[src/rtl/alu_seq_core.sv]
// Sequential ALU with valid/ready handshake, status flags and an iterative
// shift-add multiplier; one operation in flight at a time.
module alu_seq_core #(
    parameter int unsigned WIDTH = 8
) (
    input  logic             clk,
    input  logic             rst,
    input  logic             in_valid,
    output logic             in_ready,
    input  logic [2:0]       op,
    input  logic [WIDTH-1:0] a,
    input  logic [WIDTH-1:0] b,
    output logic             out_valid,
    input  logic             out_ready,
    output logic [WIDTH-1:0] res_lo,
    output logic [WIDTH-1:0] res_hi,
    output logic             flag_c,
    output logic             flag_z,
    output logic             flag_n,
    output logic             flag_v
);

    localparam int unsigned SW  = $clog2(WIDTH);
    localparam int unsigned MSB = WIDTH - 1;

    localparam logic [2:0] OP_ADD = 3'd0;
    localparam logic [2:0] OP_SUB = 3'd1;
    localparam logic [2:0] OP_AND = 3'd2;
    localparam logic [2:0] OP_OR  = 3'd3;
    localparam logic [2:0] OP_XOR = 3'd4;
    localparam logic [2:0] OP_SHL = 3'd5;
    localparam logic [2:0] OP_SHR = 3'd6;
    localparam logic [2:0] OP_MUL = 3'd7;

    typedef enum logic [1:0] {IDLE, BUSY, DONE} state_t;

    state_t           state, state_nxt;
    logic             accept_c;
    logic             load_c;
    logic [WIDTH-1:0] mcand;
    logic [WIDTH-1:0] acc_hi;
    logic [WIDTH-1:0] acc_lo;
    logic [SW-1:0]    cnt;
    logic [SW-1:0]    shamt_c;
    logic [WIDTH:0]   add_w, sub_w, shl_w, shr_w, mul_sum;
    logic [WIDTH-1:0] nxt_lo, nxt_hi;
    logic             nxt_c, nxt_v;

    assign accept_c = in_valid & in_ready;
    assign shamt_c  = b[SW-1:0];

    // State register
    always_ff @(posedge clk or posedge rst) begin
        if (rst) state <= IDLE;
        else     state <= state_nxt;
    end

    // Next state; load_c marks the edge that enters DONE
    always_comb begin
        state_nxt = state;
        load_c    = 1'b0;
        case (state)
            IDLE: if (accept_c) begin
                state_nxt = (op == OP_MUL) ? BUSY : DONE;
                load_c    = (op != OP_MUL);
            end
            BUSY: if (cnt == SW'(WIDTH - 1)) begin
                state_nxt = DONE;
                load_c    = 1'b1;
            end
            DONE: if (out_ready) state_nxt = IDLE;
            default: state_nxt = IDLE;
        endcase
    end

    // Result selection: final multiplier step while BUSY, else the live operands
    always_comb begin
        add_w   = {1'b0, a} + {1'b0, b};
        sub_w   = {1'b0, a} - {1'b0, b};
        shl_w   = {1'b0, a} << shamt_c;
        shr_w   = {a, 1'b0} >> shamt_c;
        mul_sum = {1'b0, acc_hi} + (acc_lo[0] ? {1'b0, mcand} : '0);
        nxt_lo  = '0;
        nxt_hi  = '0;
        nxt_c   = 1'b0;
        nxt_v   = 1'b0;
        if (state == BUSY) begin
            nxt_hi = mul_sum[WIDTH:1];
            nxt_lo = {mul_sum[0], acc_lo[WIDTH-1:1]};
            nxt_c  = |mul_sum[WIDTH:1];
        end else begin
            case (op)
                OP_ADD: begin
                    nxt_lo = add_w[WIDTH-1:0];
                    nxt_c  = add_w[WIDTH];
                    nxt_v  = (a[MSB] == b[MSB]) && (add_w[MSB] != a[MSB]);
                end
                OP_SUB: begin
                    nxt_lo = sub_w[WIDTH-1:0];
                    nxt_c  = sub_w[WIDTH];
                    nxt_v  = (a[MSB] != b[MSB]) && (sub_w[MSB] != a[MSB]);
                end
                OP_AND: nxt_lo = a & b;
                OP_OR:  nxt_lo = a | b;
                OP_XOR: nxt_lo = a ^ b;
                OP_SHL: begin
                    nxt_lo = shl_w[WIDTH-1:0];
                    nxt_c  = shl_w[WIDTH];
                end
                OP_SHR: begin
                    nxt_lo = shr_w[WIDTH:1];
                    nxt_c  = shr_w[0];
                end
                default: ;
            endcase
        end
    end

    // Handshake outputs, multiplier datapath and result registers
    always_ff @(posedge clk or posedge rst) begin
        if (rst) begin
            in_ready  <= 1'b1;
            out_valid <= 1'b0;
            mcand     <= '0;
            acc_hi    <= '0;
            acc_lo    <= '0;
            cnt       <= '0;
            res_lo    <= '0;
            res_hi    <= '0;
            flag_c    <= 1'b0;
            flag_z    <= 1'b0;
            flag_n    <= 1'b0;
            flag_v    <= 1'b0;
        end else begin
            in_ready  <= (state_nxt == IDLE);
            out_valid <= (state_nxt == DONE);
            if (state == IDLE && accept_c && op == OP_MUL) begin
                mcand  <= a;
                acc_lo <= b;
                acc_hi <= '0;
                cnt    <= '0;
            end else if (state == BUSY) begin
                {acc_hi, acc_lo} <= {mul_sum, acc_lo[WIDTH-1:1]};
                cnt              <= cnt + SW'(1);
            end
            if (load_c) begin
                res_lo <= nxt_lo;
                res_hi <= nxt_hi;
                flag_c <= nxt_c;
                flag_z <= (nxt_lo == '0);
                flag_n <= nxt_lo[MSB];
                flag_v <= nxt_v;
            end
        end
    end

endmodule

[config.mk]
export PLATFORM = sky130hd
export DESIGN_NAME = alu_seq_core
export DESIGN_NICKNAME = d
export VERILOG_FILES = /design/src/rtl/alu_seq_core.sv
export SDC_FILE = /design/constraint.sdc
export NUM_CORES = 1
export LEC_CHECK = 0
export BUFFER_PORTS_ARGS = -buffer_cell sky130_fd_sc_hd__clkbuf_2
export CORE_ASPECT_RATIO = 0.9
export CORE_MARGIN = 3
export CORE_UTILIZATION = 35
export DETAILED_ROUTE_END_ITERATION = 10
export SYNTH_ARGS = -nofsm -noshare
export SYNTH_HDL_FRONTEND = slang
export SYNTH_SLANG_ARGS = --single-unit
[constraint.sdc]
create_clock -name clk -period 6 [get_ports clk]
set_input_delay 0.9 -clock clk [delete_from_list [all_inputs] [get_ports clk]]
set_output_delay 0.9 -clock clk [all_outputs]
set_load 0.005 [all_outputs]
==> reports/qor.csv <==
stage,metric,value,unit
status,status,completed,
power_and_ir_drop,p_per_area,322,nW/um^2
floorplanning,dieArea,14000,sq um
clock_tree,post-cts-setup-buffers,0,
route,drc_errors,0,
power_and_ir_drop,ir_worst_vdd,0.000128,V
clock_tree,tritoncts,built,
yosys,ys_warn_count,0,
yosys,synth.distinct_cells,73,
layout,nNetsFinal,604,
sta,timing.final.crit_share,66.7,%
route,dr_total_vias,4038,
critical_path,cpMostUsedCell,a211oi_1,
layout,num-fill-cells,1259,
clock_tree,ctsResizeCount,0,
critical_path,cp_slowest_cell,or4_1,
critical_path,end_kind,flop,
route,antenna_left,0,
yosys,ys_ff_latch,50,
placement,gp_congestion,0.988,
global_routing,grtUsageTotal,18.7,%
yosys,ys.flop_type,dfrtp_1,
critical_path,path_cells,"clkbuf_2, ha_1, fa_1, or2_2, a211oi_1, mux2_2, a22oi_1, a211oi_1, or4_1, o31ai_1",
layout,synthToLayoutAreaGrowth,11.0,%
floorplanning,rows,38,
sta,rsz0062_at_grt,false,
clock_tree,htree_levels,2,
job,max_cap_viol_count,0,
sta,fmax,0.250,GHz
sta,slew_violations,0,
power_and_ir_drop,leakagePower,2.32,nW
critical_path,max_stage_delay,0.51,ns
clock_tree,clockBufferDepth,2,
placement,hpwlAfterDp,10.1,mm
critical_path,cp_max_fo,21,
critical_path,arrival,4.19,ns
clock_tree,clk_pin_slew,0.06,ns
layout,final_cell_area,4900,sq um
sta,hold_viol,0,
global_routing,grt_pass1_vias,3968,
critical_path,start_kind,input pin,
sta,tightest_slew,1.02,ns
yosys,syn_avg_cell_area,8.51,sq um
sta,fin_skew,0.00859,ns
floorplanning,io_pins,45,
sta,setup_violations,0,
global_routing,grt_pass1_wl,21.5,mm
layout,final_common_cell,nand2_1,
sta,hold-worst-slack,0.479,ns
clock_tree,cts_sinks,50,
critical_path,path_buf_inv,1,
layout,final_util,40.2,%
placement,port_buffers,44,
critical_path,cp.required,6.19,ns
layout,drive_above_1_share,17.3,%
clock_tree,cts_hold_buf,0,
route,wire_per_inst,18.7,um
layout,diodes,0,
yosys,synth_edf_count,0,
route,via_per_inst,5.74,
global_routing,grt_antenna_before_repair,0,
yosys,synthArstFlopShare,100,%
clock_tree,insertion_delay,0.29,ns
global_routing,grt_overflow,0,
sta,setup-tns-final,0,ns
floorplanning,fp.dieW,124,um
global_routing,grt_max_degree,51,
yosys,synth_cells,518,
yosys,synth_nets,579,
floorplanning,start_util,36.2,%
critical_path,crit_type,in -> reg,
layout,seq_area,1250,sq um
floorplanning,core_area,12200,sq um
layout,multi_input_area,2890,sq um
floorplanning,die_h,112,um
placement,postPlaceCellArea,4720,sq um
critical_path,crit_family,compound AO/OA/AOI/OAI gates,
layout,layout_common_cells,"65 x nand2_1, 49 x dfrtp_1, 44 x clkbuf_2",
yosys,ys_seq_area_share,28.4,%
sta,timing.slew.headroom,32.2,%
power_and_ir_drop,power,1.58,mW
clock_tree,root_buffer,clkbuf_16,
route,firstDrtPassIters,5,
sta,period_minus_slack,4.00,ns
worst_hold_path,hold_path_class,reg -> reg,
route,drt-total-wl,13.2,mm
clock_tree,numCtsBuffers,5,
route,drtIter0Drc,475,
yosys,syn_area,4410,sq um
worst reg2reg max path: stages, from the launching register on:
cell and delay [ns]:
dfrtp_1 0.46, and2_1 0.18, ha_1 0.19, inv_1 0.07, fa_1 0.20, nor2b_1 0.07, o31a_1 0.28, o31a_1 0.26
o21ai_1 0.12, a21oi_1 0.12, or4_1 0.50, o32a_1 0.30
registers in the layout, indices dropped and copies added, names as in the netlist:
| signal | count |
|---|---|
| in_ready | 1 |
| res_hi | 8 |
| flag_c | 1 |
| res_lo | 8 |
| acc_lo | 8 |
| cnt | 3 |
| state | 2 |
| acc_hi | 8 |
| out_valid | 1 |
| flag_z | 1 |
| mcand | 8 |
| flag_v | 1 |
cell usage after synthesis (4+ instances only):
cell type	count	share of area, %
a211oi_1	10	1.7
a21o_1	12	2.0
a21oi_1	31	3.5
and2_1	7	0.99
buf_2	11	1.2
clkbuf_1	14	1.2
dfrtp_1	49	28
ha_1	35	9.9
inv_1	30	2.6
mux2_2	17	4.3
mux2i_1	15	3.4
mux4_2	5	2.6
nand2_1	65	5.5
nand2b_1	11	1.6
nand3_1	9	1.0
nor2_1	39	3.3
nor2b_1	13	1.8
nor3_1	9	1.0
o2111ai_1	4	0.79
o21a_1	6	1.0
o21ai_0	29	3.3
o21bai_1	4	0.68
o31ai_1	7	1.2
xor2_1	7	1.4
power by group:
part           switching, mW  internal [mW]
clock                  0.126          0.210
combinational          0.384          0.291
sequential            0.0981          0.468
path summary, 6_finish.rpt:
path / startpoint / end / slack (ns) / cells past startpoint
setup / recovery: b[0] / flag_z / 2.00 / 10
hold / removal: res_lo[1] / res_lo[1] / 0.48 / 2
setup reg to reg: acc_lo[0] / flag_c / 3.15 / 11
hold reg to reg: res_lo[1] / res_lo[1] / 0.48 / 2
max in group asynchronous: rst / acc_hi[0] / 4.52 / 2
min in group asynchronous: rst / cnt[0] / 0.83 / 2
per-layer routing:
layer / share of wire [%] / wire length, um / GRT usage, %
met1: 48 / 6380 / 28.0
met2: 43 / 5710 / 28.4
met3: 6.7 / 878 / 3.38
met4: 1.6 / 216 / 3.80
met5: 0 / 0 / 0
cells by family (layout without fill, tap and decap cells):
group / count (synthesis) / after routing / share of synthesized area, %
compound gates: 142 / 142 / 22.1
fa+ha+maj: 38 / 38 / 11.3
mux: 38 / 38 / 10.6
buf+inv: 63 / 89 / 6.18
flops: 50 / 50 / 28.4
simple gates: 177 / 177 / 19.4
xor+xnor: 10 / 10 / 1.99
area by class of cell:
class | instances | area share (%)
inverters | 32 | 2.45
multi-input cells | 405 | 59.0
flip-flops and latches | 50 | 25.6
clock inverters | 2 | 0.792
clock buffers | 6 | 2.84
well taps | 160 | 4.09
repair buffers | 49 | 5.26
metrics by stage:
stage          instances  setup slack (ns)
6_report             704              2.00
5_1_grt              704              1.74
4_1_cts              704              2.06
3_5_place_dp         696              1.78
3_3_place_gp         696              1.85
2_1_floorplan        518              2.47
Power figures use the tool's default switching activity.
